--- config.mk ---
export PLATFORM = sky130hd
export DESIGN_NAME = mem_access_unit
export DESIGN_NICKNAME = d
export VERILOG_FILES = /design/src/rtl/mem_access_unit_pkg.sv /design/src/rtl/mem_access_unit_align.sv /design/src/rtl/mem_access_unit.sv
export SDC_FILE = /design/constraint.sdc
export NUM_CORES = 1
export LEC_CHECK = 0
export CORE_ASPECT_RATIO = 0.6
export CORE_UTILIZATION = 39
export CTS_CLUSTER_SIZE = 28
export DETAILED_ROUTE_END_ITERATION = 16
export DONT_BUFFER_PORTS = 1
export PLACE_DENSITY_LB_ADDON = 0.2
export SYNTH_ARGS = -nofsm -noshare
export SYNTH_HDL_FRONTEND = slang
export SYNTH_SLANG_ARGS = --single-unit
--- constraint.sdc ---
create_clock -name clk -period 3.6 [get_ports clk]
set_clock_uncertainty 0.2 [all_clocks]
set_input_delay 0.36 -clock clk [delete_from_list [all_inputs] [get_ports clk]]
set_output_delay 0.36 -clock clk [all_outputs]
set_load 0.05 [all_outputs]
--- src/rtl/mem_access_unit_pkg.sv ---
// rtl/mem_access_unit_pkg.sv - shared types for the memory access unit and data bus
//   mem_op_t    : load / store selector
//   msize_t     : access size (1, 2, 4 or 8 bytes)
//   dbus_req_t  : request to the data cache (valid, addr, size, strobe, data)
//   dbus_resp_t : response from the data cache (addr_ok, data_ok, data)
package mem_access_unit_pkg;

  typedef enum logic {
    MEM_LOAD  = 1'b0,
    MEM_STORE = 1'b1
  } mem_op_t;

  typedef enum logic [1:0] {
    MSIZE1 = 2'd0,
    MSIZE2 = 2'd1,
    MSIZE4 = 2'd2,
    MSIZE8 = 2'd3
  } msize_t;

  typedef struct packed {
    logic        valid;
    logic [63:0] addr;
    msize_t      size;
    logic [7:0]  strobe;
    logic [63:0] data;
  } dbus_req_t;

  typedef struct packed {
    logic        addr_ok;
    logic        data_ok;
    logic [63:0] data;
  } dbus_resp_t;

  // An access is aligned when its byte offset is a multiple of its size.
  function automatic logic is_misaligned(input msize_t size, input logic [2:0] off);
    logic mis;
    mis = 1'b0;
    case (size)
      MSIZE2:  mis = off[0];
      MSIZE4:  mis = (off[1:0] != 2'b00);
      MSIZE8:  mis = (off != 3'b000);
      default: mis = 1'b0;
    endcase
    return mis;
  endfunction

endpackage

--- src/rtl/mem_access_unit_align.sv ---
// rtl/mem_access_unit_align.sv - byte-lane alignment and load extension (combinational)
//   size, off, is_unsigned : access descriptor (off = addr[2:0])
//   wdata                  : right-aligned store data
//   rdata                  : raw 64-bit word from the data cache
//   strobe                 : byte-lane write enables
//   wdata_lane             : store data shifted into its byte lanes
//   rdata_ext              : load data shifted down, truncated and extended to 64 bits
//   misalign               : access offset is not a multiple of its size
module mem_access_unit_align
  import mem_access_unit_pkg::*;
(
  input  msize_t      size,
  input  logic [2:0]  off,
  input  logic        is_unsigned,
  input  logic [63:0] wdata,
  input  logic [63:0] rdata,
  output logic [7:0]  strobe,
  output logic [63:0] wdata_lane,
  output logic [63:0] rdata_ext,
  output logic        misalign
);

  logic [5:0]  bit_shift;
  logic [63:0] rdata_sh;

  assign bit_shift  = {off, 3'b000};
  assign wdata_lane = wdata << bit_shift;
  assign rdata_sh   = rdata >> bit_shift;
  assign misalign   = is_misaligned(size, off);

  always_comb begin
    strobe = 8'h00;
    case (size)
      MSIZE1:  strobe = 8'h01 << off;
      MSIZE2:  strobe = 8'h03 << off;
      MSIZE4:  strobe = 8'h0F << off;
      default: strobe = 8'hFF;
    endcase
  end

  // MSIZE8 returns the full word, so signedness has no effect there.
  always_comb begin
    rdata_ext = 64'd0;
    case (size)
      MSIZE1:  rdata_ext = is_unsigned ? {56'd0, rdata_sh[7:0]}
                                       : {{56{rdata_sh[7]}}, rdata_sh[7:0]};
      MSIZE2:  rdata_ext = is_unsigned ? {48'd0, rdata_sh[15:0]}
                                       : {{48{rdata_sh[15]}}, rdata_sh[15:0]};
      MSIZE4:  rdata_ext = is_unsigned ? {32'd0, rdata_sh[31:0]}
                                       : {{32{rdata_sh[31]}}, rdata_sh[31:0]};
      default: rdata_ext = rdata_sh;
    endcase
  end

endmodule

--- src/rtl/mem_access_unit.sv ---
// rtl/mem_access_unit.sv - single-entry load/store unit between memory stage and data cache
//   clk, reset                  : clock, synchronous active-high reset
//   in_valid/in_ready           : op handshake from the pipeline
//   in_op/in_size/in_unsigned   : op descriptor
//   in_addr/in_wdata            : byte address, right-aligned store data
//   flush                       : discard the in-flight op's result
//   out_valid/out_ready         : result handshake to writeback
//   out_rdata/out_misalign      : extended load data, misaligned exception flag
//   dreq/dresp                  : data cache request / response
module mem_access_unit
  import mem_access_unit_pkg::*;
#(
  parameter int ADDR_W       = 64,
  parameter int UNCACHED_BIT = 31
) (
  input  logic              clk,
  input  logic              reset,
  input  logic              in_valid,
  output logic              in_ready,
  input  mem_op_t           in_op,
  input  msize_t            in_size,
  input  logic              in_unsigned,
  input  logic [ADDR_W-1:0] in_addr,
  input  logic [63:0]       in_wdata,
  input  logic              flush,
  output logic              out_valid,
  input  logic              out_ready,
  output logic [63:0]       out_rdata,
  output logic              out_misalign,
  output dbus_req_t         dreq,
  input  dbus_resp_t        dresp
);

  localparam logic [1:0] S_IDLE = 2'd0;
  localparam logic [1:0] S_BUSY = 2'd1;
  localparam logic [1:0] S_HOLD = 2'd2;

  // UNCACHED_BIT is only a label for the address map; it must lie inside the address.
  if (ADDR_W < 64) begin : g_bad_addr_w
    $error("mem_access_unit: ADDR_W must be at least 64");
  end
  if (UNCACHED_BIT >= ADDR_W) begin : g_bad_uncached_bit
    $error("mem_access_unit: UNCACHED_BIT outside address");
  end

  logic [1:0] state;
  logic       killed;
  mem_op_t    op_q;
  msize_t     size_q;
  logic       uns_q;
  logic [2:0] off_q;

  msize_t      al_size;
  logic [2:0]  al_off;
  logic        al_uns;
  logic [7:0]  al_strobe;
  logic [63:0] al_wdata;
  logic [63:0] al_rdata;
  logic        al_misalign;

  logic unused_addr_ok;
  assign unused_addr_ok = dresp.addr_ok;

  assign in_ready = (state == S_IDLE);

  // One aligner serves both ends: in IDLE it builds the request from the
  // incoming op, in BUSY it extends the response using the registered op.
  assign al_size = (state == S_IDLE) ? in_size        : size_q;
  assign al_off  = (state == S_IDLE) ? in_addr[2:0]   : off_q;
  assign al_uns  = (state == S_IDLE) ? in_unsigned    : uns_q;

  mem_access_unit_align u_align (
    .size        (al_size),
    .off         (al_off),
    .is_unsigned (al_uns),
    .wdata       (in_wdata),
    .rdata       (dresp.data),
    .strobe      (al_strobe),
    .wdata_lane  (al_wdata),
    .rdata_ext   (al_rdata),
    .misalign    (al_misalign)
  );

  always_ff @(posedge clk) begin
    if (reset) begin
      state        <= S_IDLE;
      killed       <= 1'b0;
      op_q         <= MEM_LOAD;
      size_q       <= MSIZE1;
      uns_q        <= 1'b0;
      off_q        <= 3'd0;
      dreq         <= '0;
      out_valid    <= 1'b0;
      out_rdata    <= 64'd0;
      out_misalign <= 1'b0;
    end else begin
      case (state)
        S_IDLE: begin
          if (!flush && in_valid) begin
            op_q   <= in_op;
            size_q <= in_size;
            uns_q  <= in_unsigned;
            off_q  <= in_addr[2:0];
            if (al_misalign) begin
              state        <= S_HOLD;
              out_valid    <= 1'b1;
              out_misalign <= 1'b1;
              out_rdata    <= 64'd0;
            end else begin
              state       <= S_BUSY;
              killed      <= 1'b0;
              dreq.valid  <= 1'b1;
              dreq.addr   <= in_addr[63:0];
              dreq.size   <= in_size;
              dreq.strobe <= (in_op == MEM_STORE) ? al_strobe : 8'h00;
              dreq.data   <= (in_op == MEM_STORE) ? al_wdata  : 64'd0;
            end
          end
        end

        // The cache cannot abandon a transaction, so a flush here only marks
        // the result as dead; the request stays up until data_ok.
        S_BUSY: begin
          if (dresp.data_ok) begin
            dreq <= '0;
            if (killed || flush) begin
              state <= S_IDLE;
            end else begin
              state        <= S_HOLD;
              out_valid    <= 1'b1;
              out_misalign <= 1'b0;
              out_rdata    <= (op_q == MEM_LOAD) ? al_rdata : 64'd0;
            end
            killed <= 1'b0;
          end else if (flush) begin
            killed <= 1'b1;
          end
        end

        S_HOLD: begin
          if (flush || out_ready) begin
            state        <= S_IDLE;
            out_valid    <= 1'b0;
            out_misalign <= 1'b0;
            out_rdata    <= 64'd0;
          end
        end

        default: state <= S_IDLE;
      endcase
    end
  end

endmodule

[After elaboration in Yosys (flattened, before gate mapping)]
Cells that the tools add are included.
Storage, ports and cells
  bits in registers: 215
  logic and storage cells: 88
  input port bits: 203
  output and inout port bits: 206
Cells by class
  eq/ne operators: 12
  shifts and indexed selects: 5
  multiplexer cells: 42
  reduce and logical (&&, ||, !) cells: 15
Operators with widths (number)
  two-way mux 64 bit: 10
  two-way mux 139 bit: 3
  case mux 64 bit (3 select lines): 2
  case mux 139 bit (2 select lines): 1
  << shifter 64 x 6 -> 64 bit: 1
  >> shifter 64 x 6 -> 64 bit: 1
  case mux 8 bit (3 select lines): 1
  two-way mux 1 bit: 12
  two-way mux 2 bit: 6
  case mux 1 bit (3 select lines): 3
  two-way mux 8 bit: 1
  != test 2 bit (second input constant): 4
  AND reduction 4 bit: 2
  << shifter 1 x 3 -> 8 bit (first input constant): 1
  << shifter 2 x 3 -> 8 bit (first input constant): 1
  << shifter 4 x 3 -> 8 bit (first input constant): 1
  equality test 2 bit (second input constant): 3
  case mux 2 bit (3 select lines): 1
  AND reduction 6 bit: 1
  nonzero test 3 bit: 2
  equality test 2 x 1 -> 1 bit (second input constant): 2
  zero test 2 bit: 2
  != test 2 x 1 -> 1 bit (second input constant): 2
  nonzero test 2 bit: 2
  other kinds (8): 9

[Longest topological paths before layout]
  depth in word-level cells: 9
  mapped depth: 16
  gate-level depth less buffers: 11

[Hierarchy]
Synthesis repeated with hierarchy kept, for this count alone.
Unflattened totals
  cells, all modules: 1490
  area total of the unflattened synthesis: 12694.7 um^2
Modules (own cells, without submodules)
  mem_access_unit: seq. area each 4304.1 um^2, cells each 895, area each 8418.1 um^2, times used 1
  mem_access_unit_align: seq. area each 0.0 um^2, cells each 595, area each 4276.6 um^2, times used 1

[Least setup slack after synthesis]
OpenSTA, ideal clock, no wires.
  kind: flip-flop to flip-flop
  start: register state[0]
  end: register dreq[22] (netlist name)
  period minus slack after synthesis: 4.148 ns
  arrival time: 3.888 ns
  slack: -0.548 ns
  stages on the path, launching flop included: 15
  data required time: 3.340 ns
  library setup time: 0.060 ns
  buffers on the path: 4
  cells stage by stage: dfxtp_1 -> inv_1 -> ha_1 -> buf_2 -> clkbuf_1 -> mux2_2 -> ha_1 -> or2_2 -> a22oi_1 -> a21oi_1 -> or3_1 -> clkbuf_1 -> nor2_2 -> buf_2 -> a22o_1
Between the ends
  longest elaborated chain between the ends: 7
  elaborated cells between the ends (all ways): 20
  classes of those cells: eq/ne: 7; shift: 1; mux: 7; reduce/logical: 5
RTL lines
  start, declared: line mem_access_unit.sv:46  | logic [1:0] state;
  start signal, assigned: line mem_access_unit.sv:86  | state <= S_IDLE;
  start signal, assigned: line mem_access_unit.sv:105  | state <= S_HOLD;
  start signal, assigned: line mem_access_unit.sv:110  | state <= S_BUSY;
  zero test 2 bit (*)
  net in_ready: line mem_access_unit.sv:19  | output logic in_ready,
  two-way mux 3 bit: line mem_access_unit.sv:69  | assign al_off = (state == S_IDLE) ? in_addr[2:0] : off_q;
  << shifter 64 x 6 -> 64 bit: line mem_access_unit_align.sv:27  | assign wdata_lane = wdata << bit_shift;
  two-way mux 64 bit: line mem_access_unit.sv:116  | dreq.data <= (in_op == MEM_STORE) ? al_wdata : 64'd0;
  two-way mux 139 bit: line mem_access_unit.sv:104  | if (al_misalign) begin
  two-way mux 139 bit: line mem_access_unit.sv:99  | if (!flush && in_valid) begin
  case mux 139 bit (2 select lines): line mem_access_unit.sv:97  | case (state)
  end, declared: line mem_access_unit.sv:30  | output dbus_req_t dreq,
The timed path passes the listed nets; every way through them passes the cells marked *. The select of a mux whose other input is x is not followed.
A chain may end at the register's enable or synchronous reset.

[Worst setup path after layout]
  start: register state[1]
  end: register out_rdata[49]
Between the ends
  longest elaborated chain between the ends: 9
  elaborated cells between the ends (all ways): 29
  classes of those cells: eq/ne: 10; shift: 1; mux: 12; reduce/logical: 6
RTL lines
  zero test 2 bit
  two-way mux 3 bit: line mem_access_unit.sv:69
  >> shifter 64 x 6 -> 64 bit: line mem_access_unit_align.sv:28  | assign rdata_sh = rdata >> bit_shift;
  two-way mux 64 bit, on equally long branches: line mem_access_unit_align.sv:49, mem_access_unit_align.sv:45, mem_access_unit_align.sv:47
  case mux 64 bit (3 select lines): line mem_access_unit_align.sv:44  | case (size)
  two-way mux 64 bit: line mem_access_unit.sv:132  | out_rdata <= (op_q == MEM_LOAD) ? al_rdata : 64'd0;
  two-way mux 64 bit: line mem_access_unit.sv:126  | if (killed || flush) begin
  two-way mux 64 bit: line mem_access_unit.sv:124  | if (dresp.data_ok) begin
  case mux 64 bit (3 select lines): line mem_access_unit.sv:97
  end signal, assigned: line mem_access_unit.sv:132
  end, declared: line mem_access_unit.sv:28  | output logic [63:0] out_rdata,
Parallel ways exist; a longest one is shown, timed or not. The select of a mux whose other input is x is not followed.

==> flow_summary_export.csv <==
group,metric,value,unit
cts,clk_pin_slew,70,ps
finish,flow.area_growth_from_synthesis,25.70,%
detailed_routing,firstDrtPassIters,10,
pwr,power_frac_seq,0.348,
floorplanning,floorplan.io_pins,409,
worst_setup_path,r2r_start,"state[1]$_SDFFE_PP0P_",
global_route,wire_length_of_the_first_global_routing_pass,64410,um
synth,dominantRegCellSynth,"dfxtp_1",
floorplanning,core_area,26420,um^2
cts,root_buffer,"clkbuf_16",
synth,syn_nets,1378,
floorplanning,rows,46,
timing,timing_max_transition_violations_final,0,
global_route,largest_net_degree_at_the_start_of_global_routing,112,
timing,unrepaired_setup_endpoints_after_global_routing,"false",
synth,post_synth_instance_area,10480,um^2
worst_setup_path,cp.arrival,3720,ps
pwr,power-per-cell-area,765.5,nW/um^2
timing,setup-tns-final,0,ps
pwr,power,10.09,mW
synth,synthDominantAreaCellType,"dfxtp_1",
worst_setup_path,cp-end-kind,"flip-flop",
synth,ys_seq_area_frac,0.4106,
detailed_routing,drt_initial_violations,1351,
placement,post_dp_hpwl,30930,um
detailed_routing,drc_errors,0,
floorplanning,dieHeight,129.0,um
timing,timing_hold_violations_final,0,
hold_path,worstHoldPathType,"primary input to flip-flop",
timing,hold-worst-slack,20.46,ps
pwr,internal_power,5.499,mW
worst_setup_path,worstPathRequired,3800,ps
cts,clock_tree.htree_level_count,1,
global_route,gr-usage-all-layers,0.3146,
timing,worstMarginPinSlew,909.9,ps
floorplanning,floorplan.initialDensity,0.3968,
worst_setup_path,kind_of_critical_path,"flip-flop to flip-flop",
synth,synthCells,1165,
cts,cts.sinks,215,
timing,post-route-period-util,0.9763,
pwr,p_leak,5.235,nW
synth,post_synth_main_area_contributors,"dfxtp_1 41%, a22o_1 12%, mux2i_1 7.4%",
global_route,grt_antenna_before_repair,1,
synth,ys_ff_latch,215,
global_route,grt-ovfl-total,0,
pwr,p_sw,4.587,mW
cts,worst_skew_pair.late_latency,520,ps
timing,min_period,3515,ps
pwr,clock_power_share,0.234,
worst_setup_path,crit_path_max_fanout,32,
detailed_routing,drtAntennaViolNets,0,
cts,tritoncts_clock_tree,"done",
placement,globalplace.congestion,0.9253,
detailed_routing,avgRoutedWirePerCell,27.83,um
floorplanning,fp.dieW,213.7,um
synth,yosysTopAreaCellShare,0.4106,
finish,layout-drive-gt1-share,0.08835,
global_route,first_global_vias,9383,
synth,async_flop_share,0,
timing,relSlewSlack,0.3934,
timing,fmax,284.5,MHz
detailed_routing,vias_after_detailed_routing,10426,
timing,finalSetupViolations,0,
finish,top_library_cells_by_usage_in_the_layout_fill_and_taps_aside,"215 x dfxtp_1, 200 x nand2_1, 139 x a22o_1",
cts,tritoncts.num_buffers,22,
run,drv_cap,0,
cts,clockBufferDepth,3,
status,status,"finished, final reports clean",
floorplanning,floorplan.die_area,27560,um^2
synth,synth_warnings,0,
synth,syn_area_per_cell,8.998,um^2
detailed_routing,routed_via_density,6.357,
worst_setup_path,critPathLaunchType,"flip-flop",
pwr,sw_frac_of_total,0.4548,
pwr,power.ir.vdd_worst,0.5015,mV
hold_path,startpoint_of_the_worst_hold_path,"reset",
cts,buffer_count_from_post_cts_setup_fixing,0,
synth,ys_types,54,
placement,numPortBuffers,0,
synth,synth_edf_count,0,
pwr,power.combinational.fraction,0.418,
finish,finalNetCount,1478,
finish,layout_commonest_cell,"dfxtp_1",
detailed_routing,wirelength,45640,um
worst_setup_path,cp-startpoint,"state[1]$_SDFFE_PP0P_",
finish,final_util,0.4988,
[synthesized netlist by cell type, types with 8 or more instances]
library cell and number:
dfxtp_1 215, nand2_1 200, a22o_1 139, mux2i_1 78
a21oi_1 75, clkbuf_1 75, o21ai_0 43, nor2_1 41
and3_1 37, o2bb2ai_1 31, buf_2 29, a311oi_1 22
nand3_1 20, a211oi_1 16, a221oi_1 10, ha_1 10
mux4_2 10, o21ai_1 10, o221ai_1 10, inv_1 9
o22ai_1 9, a221o_1 8, a222oi_1 8, a311o_1 8
[power groups by stage]
stage                     sequential [mW]  clock [mW]  combinational [mW]
final                                3.51        2.36                4.21
after global routing                 3.53        2.50                4.48
after global placement               3.56           0                3.83
after CTS                            3.51        2.40                4.07
after detailed placement             3.56           0                3.85
after floorplan                      3.47           0                2.71
[final cells by class]
| cell class | instances | area (um^2) |
|---|---|---|
| Fill cell | 2456 | 13240 |
| Sequential cell | 215 | 4304 |
| Clock buffer | 30 | 641.9 |
| Inverter | 9 | 33.78 |
| Tap cell | 360 | 450.4 |
| Clock inverter | 8 | 83.83 |
| Antenna cell | 1 | 2.502 |
| Timing Repair Buffer | 183 | 1873 |
| Multi-Input combinational cell | 834 | 5787 |
[cell families after synthesis]
family,Yosys count,share of synthesized area
adder cells (fa/ha/maj),10,0.01194
multiplexers,98,0.1089
buffers and inverters,116,0.04500
AND/OR/NAND/NOR,321,0.1331
flip-flops,215,0.4106
AO/OA/AOI/OAI,405,0.2905
[registers in the layout, indices dropped and copies added, names as in the netlist]
| register | flops |
|---|---|
| dreq | 139 |
| out_valid | 1 |
| out_misalign | 1 |
| out_rdata | 64 |
| killed | 1 |
| off_q | 3 |
| uns_q | 1 |
| op_q | 1 |
| state | 2 |
| size_q | 2 |
[final timing paths]
path | endpoint | slack (ps) | cells after the start
max | out_rdata[49]$_SDFFE_PP0P_ | 90 | 10
min | out_rdata[31]$_SDFFE_PP0P_ | 20 | 4
max reg2reg | out_rdata[49]$_SDFFE_PP0P_ | 90 | 10
min reg2reg | op_q$_SDFFE_PP0P_ | 280 | 2
[critical path, stage by stage, from the launching register on]
cell     delay [ps]
dfxtp_1         330
inv_1           140
ha_4            180
buf_4           210
mux2i_4         390
mux2_1          390
mux4_2          520
and3_1          220
o311a_1         380
buf_12          190
a22o_1          220
[per-layer routing]
layer | routed length [um] | share of wire | up-vias | GRT usage
met5 | 82 | 0.0018 | - | 0.02759
met4 | 1182 | 0.026 | 2 | 0.07773
met3 | 6532 | 0.14 | 95 | 0.1418
met2 | 17180 | 0.38 | 716 | 0.3969
met1 | 20660 | 0.45 | 5027 | 0.4660
li1 | - | - | 4586 | -
[through the flow]
step,cells,setup slack [ps],area [um^2]
after global placement,1465,249.1,11070
final,1640,85.18,13180
after global routing,1639,0.1839,13170
after CTS,1639,167.9,13160
after detailed placement,1465,200.7,11070
after floorplan,1165,2.907,10510
[timing repair]
item                       in CTS  in global routing
setup endpoints to repair       0                  2
resized for setup               0                  2
hold buffers                  136                  0
hold endpoints to repair      159                  0
(Power assumes the default switching activity.)
